$ cat src/rtl/unidade_mul_div_if.sv
// unidade_mul_div_if
// Groups the dispatch bus from the mul/div reservation station and the CDB
// request/grant handshake of the iterative multiply/divide unit.
//   dadoPronto, operation, operandoA, operandoB, nameIn : dispatch from station
//   ocupado, erroPerda                                 : status back to station
//   cdbRequest, resultado, nameOut / cdbGrant          : CDB handshake
// Modports:
//   master - station/arbiter side (drives dispatch and grant)
//   slave  - functional unit side
interface unidade_mul_div_if #(
  parameter int WIDTH = 16
);
  logic             dadoPronto;
  logic             operation;
  logic [WIDTH-1:0] operandoA;
  logic [WIDTH-1:0] operandoB;
  logic [2:0]       nameIn;
  logic             cdbGrant;
  logic             ocupado;
  logic             cdbRequest;
  logic [WIDTH-1:0] resultado;
  logic [2:0]       nameOut;
  logic             erroPerda;

  modport master (
    output dadoPronto, operation, operandoA, operandoB, nameIn, cdbGrant,
    input  ocupado, cdbRequest, resultado, nameOut, erroPerda
  );

  modport slave (
    input  dadoPronto, operation, operandoA, operandoB, nameIn, cdbGrant,
    output ocupado, cdbRequest, resultado, nameOut, erroPerda
  );
endinterface

$ cat src/rtl/unidade_mul_div.sv
// unidade_mul_div
// Iterative unsigned multiply/divide unit sitting behind the mul/div
// reservation station. One operation is accepted on a dadoPronto strobe,
// computed over WIDTH cycles (shift-add multiply, LSB first; restoring
// divide, MSB first) and then offered on the CDB until granted.
// Ports:
//   clock - rising-edge clock
//   reset - asynchronous, active-high; clears all state
//   bus   - unidade_mul_div_if.slave (dispatch, status and CDB handshake)
module unidade_mul_div #(
  parameter int WIDTH = 16
) (
  input  logic                 clock,
  input  logic                 reset,
  unidade_mul_div_if.slave     bus
);

  localparam int CNT_W = $clog2(WIDTH);
  localparam logic [CNT_W-1:0] LAST_IT = CNT_W'(WIDTH - 1);

  typedef enum logic [1:0] {
    IDLE = 2'd0,
    CALC = 2'd1,
    DONE = 2'd2
  } state_t;

  state_t           state, state_nx;
  logic [CNT_W-1:0] cont;
  logic             op_r;       // 0 = multiply, 1 = divide
  logic [2:0]       tag_r;
  // acc   : multiply accumulator / divide partial remainder
  // reg_a : multiplicand (shifted left) / dividend shifting into quotient
  // reg_b : multiplier (shifted right) / divisor (constant)
  logic [WIDTH-1:0] acc, reg_a, reg_b;
  logic [WIDTH-1:0] acc_nx, reg_a_nx, reg_b_nx;
  logic [WIDTH-1:0] resultado_r;
  logic [2:0]       name_r;
  logic             erro_r;

  logic             ocupado;
  logic             accept;
  logic             div_zero;
  logic             last_it;

  // One shift-add step: add the multiplicand when the current multiplier
  // bit is set. Carries out of the top bit are dropped (truncated product).
  function automatic logic [WIDTH-1:0] mul_step(
    input logic [WIDTH-1:0] acc_in,
    input logic [WIDTH-1:0] mcand,
    input logic             mplier_bit
  );
    return mplier_bit ? (acc_in + mcand) : acc_in;
  endfunction

  // One restoring-division step. Returns {quotient_bit, new_remainder}.
  // The partial remainder is always below the divisor, so it fits WIDTH bits.
  function automatic logic [WIDTH:0] div_step(
    input logic [WIDTH-1:0] rem_in,
    input logic             next_bit,
    input logic [WIDTH-1:0] divisor
  );
    logic [WIDTH:0] partial;
    logic [WIDTH:0] diff;
    partial = {rem_in, next_bit};
    diff    = partial - {1'b0, divisor};
    if (!diff[WIDTH]) begin
      return {1'b1, diff[WIDTH-1:0]};
    end
    return {1'b0, partial[WIDTH-1:0]};
  endfunction

  assign ocupado  = (state == CALC) || ((state == DONE) && !bus.cdbGrant);
  assign accept   = bus.dadoPronto && !ocupado;
  assign div_zero = bus.operation && (bus.operandoB == '0);
  assign last_it  = (cont == LAST_IT);

  assign bus.ocupado    = ocupado;
  assign bus.cdbRequest = (state == DONE);
  assign bus.resultado  = resultado_r;
  assign bus.nameOut    = name_r;
  assign bus.erroPerda  = erro_r;

  // State register
  always_ff @(posedge clock or posedge reset) begin
    if (reset) begin
      state <= IDLE;
    end else begin
      state <= state_nx;
    end
  end

  // Next-state logic. A dispatch on the grant edge in DONE is taken directly,
  // giving back-to-back operation with no idle cycle.
  always_comb begin
    state_nx = state;
    unique case (state)
      IDLE: begin
        if (accept) state_nx = div_zero ? DONE : CALC;
      end
      CALC: begin
        if (last_it) state_nx = DONE;
      end
      DONE: begin
        if (bus.cdbGrant) begin
          if (accept) state_nx = div_zero ? DONE : CALC;
          else        state_nx = IDLE;
        end
      end
      default: state_nx = IDLE;
    endcase
  end

  // Iteration datapath
  always_comb begin
    logic [WIDTH:0] dstep;
    acc_nx   = acc;
    reg_a_nx = reg_a;
    reg_b_nx = reg_b;
    dstep    = '0;
    if (op_r) begin
      dstep    = div_step(acc, reg_a[WIDTH-1], reg_b);
      acc_nx   = dstep[WIDTH-1:0];
      reg_a_nx = {reg_a[WIDTH-2:0], dstep[WIDTH]};
    end else begin
      acc_nx   = mul_step(acc, reg_a, reg_b[0]);
      reg_a_nx = {reg_a[WIDTH-2:0], 1'b0};
      reg_b_nx = {1'b0, reg_b[WIDTH-1:1]};
    end
  end

  always_ff @(posedge clock or posedge reset) begin
    if (reset) begin
      cont        <= '0;
      op_r        <= 1'b0;
      tag_r       <= '0;
      acc         <= '0;
      reg_a       <= '0;
      reg_b       <= '0;
      resultado_r <= '0;
      name_r      <= '0;
      erro_r      <= 1'b0;
    end else begin
      if (bus.dadoPronto && ocupado) begin
        erro_r <= 1'b1;
      end
      if (accept) begin
        op_r  <= bus.operation;
        tag_r <= bus.nameIn;
        cont  <= '0;
        acc   <= '0;
        reg_a <= bus.operandoA;
        reg_b <= bus.operandoB;
        // Divide by zero skips the iterations and reports all ones.
        if (div_zero) begin
          resultado_r <= '1;
          name_r      <= bus.nameIn;
        end
      end else if (state == CALC) begin
        cont  <= cont + 1'b1;
        acc   <= acc_nx;
        reg_a <= reg_a_nx;
        reg_b <= reg_b_nx;
        if (last_it) begin
          resultado_r <= op_r ? reg_a_nx : acc_nx;
          name_r      <= tag_r;
        end
      end
    end
  end

endmodule

$ cat src/flat_wrapper.sv
// flat-port wrapper written by rule: the top's interface ports become plain ports
module unidade_mul_div_flat 
#(
  parameter int WIDTH = 16
)
  (clock, reset, bus_dadoPronto, bus_operation, bus_operandoA, bus_operandoB, bus_nameIn, bus_cdbGrant, bus_ocupado, bus_cdbRequest, bus_resultado, bus_nameOut, bus_erroPerda);
  unidade_mul_div_if #(.WIDTH(WIDTH)) bus_i ();
  input  logic clock;
  input  logic reset;
  input wire logic [$bits(bus_i.dadoPronto)-1:0] bus_dadoPronto;
  input wire logic [$bits(bus_i.operation)-1:0] bus_operation;
  input wire logic [$bits(bus_i.operandoA)-1:0] bus_operandoA;
  input wire logic [$bits(bus_i.operandoB)-1:0] bus_operandoB;
  input wire logic [$bits(bus_i.nameIn)-1:0] bus_nameIn;
  input wire logic [$bits(bus_i.cdbGrant)-1:0] bus_cdbGrant;
  output wire logic [$bits(bus_i.ocupado)-1:0] bus_ocupado;
  output wire logic [$bits(bus_i.cdbRequest)-1:0] bus_cdbRequest;
  output wire logic [$bits(bus_i.resultado)-1:0] bus_resultado;
  output wire logic [$bits(bus_i.nameOut)-1:0] bus_nameOut;
  output wire logic [$bits(bus_i.erroPerda)-1:0] bus_erroPerda;
  assign bus_i.dadoPronto = bus_dadoPronto;
  assign bus_i.operation = bus_operation;
  assign bus_i.operandoA = bus_operandoA;
  assign bus_i.operandoB = bus_operandoB;
  assign bus_i.nameIn = bus_nameIn;
  assign bus_i.cdbGrant = bus_cdbGrant;
  assign bus_ocupado = bus_i.ocupado;
  assign bus_cdbRequest = bus_i.cdbRequest;
  assign bus_resultado = bus_i.resultado;
  assign bus_nameOut = bus_i.nameOut;
  assign bus_erroPerda = bus_i.erroPerda;
  unidade_mul_div #(.WIDTH(WIDTH)) u_core (.clock(clock), .reset(reset), .bus(bus_i));
endmodule
$ cat config.mk
export PLATFORM = sky130hd
export DESIGN_NAME = unidade_mul_div_flat
export DESIGN_NICKNAME = d
export VERILOG_FILES = /design/src/rtl/unidade_mul_div_if.sv /design/src/rtl/unidade_mul_div.sv /design/src/flat_wrapper.sv
export SDC_FILE = /design/constraint.sdc
export NUM_CORES = 1
export LEC_CHECK = 0
export ABC_AREA = 1
export CAP_MARGIN = 20
export CORE_ASPECT_RATIO = 1.25
export CORE_UTILIZATION = 40
export CTS_BUF_LIST = sky130_fd_sc_hd__clkbuf_8
export DETAILED_ROUTE_END_ITERATION = 16
export PLACE_DENSITY = 0.72
export SLEW_MARGIN = 10
export SYNTH_ARGS = -nofsm -noshare
export SYNTH_HDL_FRONTEND = slang
export SYNTH_SLANG_ARGS = --single-unit
$ cat constraint.sdc
create_clock -name clock -period 4.8 [get_ports clock]
set_input_delay 0.96 -clock clock [delete_from_list [all_inputs] [get_ports clock]]
set_output_delay 0.96 -clock clock [all_outputs]
set_load 0.02 [all_outputs]
==> results_tabular.tex <==
\begin{tabular}{lr}
\hline
Metric & Value \\
\hline
\multicolumn{2}{l}{\textbf{Outcome}} \\
\quad Result of the run & completed \\
\multicolumn{2}{l}{\textbf{Routing}} \\
\quad Vias per Instance & 5.18 \\
\quad Total DRC errors in the routed layout & 0 \\
\quad Post-detailed-route count of antenna-violating nets & 0 \\
\quad Total vias in the final route & 5,621 \\
\quad Initial DRC Count & 406 \\
\quad Detailed-route wire length & 16,100 um \\
\quad Wire length per cell & 14.9 um \\
\quad First-pass iteration count of the detailed router & 5 \\
\multicolumn{2}{l}{\textbf{Layout}} \\
\quad Total number of nets in the final design & 981 \\
\quad Most frequent standard cell in the layout excluding fill and tap cells & nand2\_1 \\
\quad Non-filler instance count after layout & 1,086 \\
\quad Share of post-route cells with drive strength above 1 & 4.50\% \\
\quad Area overhead of the layout relative to synthesis & 14.9\% \\
\quad Antenna Cells & 0 \\
\quad Most frequent cells in the layout & 279 x nand2\_1, 118 x inv\_1, 78 x dfrtp\_1 \\
\multicolumn{2}{l}{\textbf{Pwr}} \\
\quad Peak VDD IR & 0.000279 V \\
\quad Power density normalized to cell area & 753 mW/mm2 \\
\quad Leakage power & 3.38 nW \\
\multicolumn{2}{l}{\textbf{Floorplanning}} \\
\quad Area of the core & 0.0140 mm2 \\
\quad Die W & 110 um \\
\quad IO Pins & 62 \\
\quad FP Rows & 48 \\
\quad Effective utilization at floorplan & 41.6\% \\
\quad Die outline area & 0.0150 mm2 \\
\quad Die Height & 137 um \\
\multicolumn{2}{l}{\textbf{Setup path}} \\
\quad Arr. time, crit path & 2390 ps \\
\quad CP Data Required Time & 3840 ps \\
\quad Crit path launch type & flip-flop \\
\quad Critical path class & flip-flop to primary output \\
\quad Reg-to-Reg Start & u\_core.reg\_b[0]\$\_DFFE\_PP0P\_ \\
\quad Sort of element at the end of the critical path & primary output \\
\quad Critical Path Fanout Max & 23 \\
\quad Critical path origin & u\_core.state[0]\$\_DFFE\_PP0P\_ \\
\multicolumn{2}{l}{\textbf{Clocking}} \\
\quad Number of H-tree levels & 3 \\
\quad TritonCTS clock tree & yes \\
\quad Post-CTS Hold Buffers & 0 \\
\quad Total setup buffers inserted after CTS & 0 \\
\quad Root buf cell & clkbuf\_8 \\
\quad Post-cts gate resize count & 0 \\
\quad Clock-pin slew on the worst setup and hold paths & 80 ps \\
\quad Maximum buffer depth of the clock tree & 2 \\
\quad Number of buffers created by CTS & 9 \\
\quad Total number of clock tree sinks & 78 \\
\quad Insertion delay of the later-clocked pin in the worst-skew pair & 370 ps \\
\multicolumn{2}{l}{\textbf{Synth}} \\
\quad Synthesized Nets & 931 \\
\quad Mean instance size in the synthesized netlist & 6.79 um2 \\
\quad Part of the Yosys area used for sequential elements & 33.6\% \\
\quad Async set-or-reset flop fraction in the synthesized netlist & 100\% \\
\quad \#FFs+latches synth & 78 \\
\quad Most used flip-flop cell after synthesis & dfrtp\_1 \\
\quad Combined area of all synthesized cells & 0.00582 mm2 \\
\quad Library cells used by synthesis & 39 \\
\quad Number of enable flip-flop cells after synthesis & 0 \\
\quad Number of cells produced by synthesis & 857 \\
\quad Synth warnings & 0 \\
\multicolumn{2}{l}{\textbf{STA}} \\
\quad Max Clock Skew & 11.6 ps \\
\quad Slew HR & 35.8\% \\
\quad Final worst-path cycle share & 69.9\% \\
\quad RSZ-0062 raised after global routing & no \\
\quad Worst slew pin tran & 959 ps \\
\quad Final hold violation count & 0 \\
\quad Final count of negative-setup-slack endpoints & 0 \\
\quad Max Clock Freq & 0.298 GHz \\
\quad Final worst path period need & 3350 ps \\
\quad Number of pins with negative max-slew slack in the final report & 0 \\
\quad Setup Total Neg Slack & 0 ps \\
\multicolumn{2}{l}{\textbf{GRT}} \\
\quad Grt total ovfl & 0 \\
\quad Overall Global Routing Usage & 22.8\% \\
\quad Via count of the first global-routing pass & 5,220 \\
\quad Maximum number of pins on one net before global-route repair & 46 \\
\quad Antenna violations before repair & 0 \\
\quad Global-route wire length before repair & 25,900 um \\
\multicolumn{2}{l}{\textbf{Flow run}} \\
\quad Max-cap check violation count & 0 \\
\multicolumn{2}{l}{\textbf{Placed design}} \\
\quad Count of buffers from port buffering & 61 \\
\quad Placed cell count & 1,071 \\
\quad DP HPWL & 12,500 um \\
\quad Global placer's final weighted congestion & 0.970 \\
\multicolumn{2}{l}{\textbf{Worst hold path}} \\
\quad Kind of path behind the tightest hold check & flip-flop to flip-flop \\
\quad Start point of the worst hold path & u\_core.bus.erroPerda\$\_DFFE\_PP0P\_ \\
\hline
\end{tabular}
## metrics by stage
stage / hold WS [ps] / power (mW) / util (%) / instance area [um2] / setup slack [ps]
2_1_floorplan: 436 / 3.76 / - / 5820 / 1840
3_3_place_gp: 451 / 4.49 / 46.6 / 6520 / 1610
3_5_place_dp: 453 / 4.56 / 46.6 / 6520 / 1610
4_1_cts: 474 / 5.02 / 47.8 / 6690 / 1420
5_1_grt: 485 / 5.54 / 47.8 / 6690 / 1330
6_report: 472 / 5.03 / 47.8 / 6690 / 1450
## routing by layer
layer  vias up  part of all wire [%]  track usage [%]
met3        45                   4.5             2.81
li1       2838                     -                -
met1      2583                    42             28.0
met5         -                     0                0
met2       155                    48             37.8
met4         0                   5.5             13.8
## registers in the layout (all words and copies together) (netlist names), 2 cells and up
register / count
u_core.state: 2
u_core.reg_a: 16
u_core.bus.resultado: 16
u_core.bus.nameOut: 3
u_core.reg_b: 16
u_core.tag_r: 3
u_core.cont: 4
u_core.acc: 16
## where the power goes
part,switching [mW],internal [mW],total (mW)
combinational,2.14,1.19,3.34
sequential,0.343,0.917,1.26
clock,0.256,0.184,0.440
total,2.74,2.29,5.03
## Yosys cell counts (7+ instances only)
cell type  number  area [um2]
nand2_1       279        1050
inv_1         119         447
dfrtp_1        78        1950
nor2_1         61         229
a21oi_1        57         285
nand3_1        56         280
o21ai_0        34         170
ha_1           32         400
o21ai_1        19        95.1
o211ai_1       17         128
xnor2_1        10        87.6
clkbuf_1        9        33.8
a22oi_1         8        60.1
nand4_1         7        43.8
## logic make-up (layout without fill, tap and decap cells)
family / after synthesis / after routing / synth area share, %
XOR/XNOR: 16 / 16 / 2.41
flip-flops: 78 / 78 / 33.6
adder cells (fa/ha/maj): 34 / 34 / 7.57
AND/OR/NAND/NOR: 431 / 431 / 31.5
AO/OA/AOI/OAI: 148 / 148 / 14.4
buffers and inverters: 150 / 204 / 10.6
## worst max-delay path, cell delays in order, from the launching register on
cell and delay, ps:
dfrtp_1 400, inv_2 80, nor2_4 510, inv_4 250
nand2_4 180, clkdlybuf4s50_1 610
## worst paths after layout
path	end	slack, ps	depth (start not counted)
min reg2reg	u_core.bus.erroPerda$_DFFE_PP0P_	470	1
min	u_core.bus.erroPerda$_DFFE_PP0P_	470	1
max reg2reg	u_core.acc[6]$_DFFE_PP0P_	1850	14
max	bus_ocupado	1450	5
min in group asynchronous	u_core.bus.resultado[13]$_DFFE_PP0P_	1030	2
max in group asynchronous	u_core.bus.resultado[0]$_DFFE_PP0P_	2860	3
## final cells by class
| class | count | area [um2] |
|---|---|---|
| fillers | 1419 | 7310 |
| flip-flops and latches | 78 | 1950 |
| inverters | 126 | 479 |
| repair buffers | 63 | 626 |
| clock inverters | 6 | 38.8 |
| well taps | 175 | 219 |
| multi-input cells | 629 | 3250 |
| clock buffers | 9 | 124 |
No activity file was read; power rests on OpenSTA's default activity.
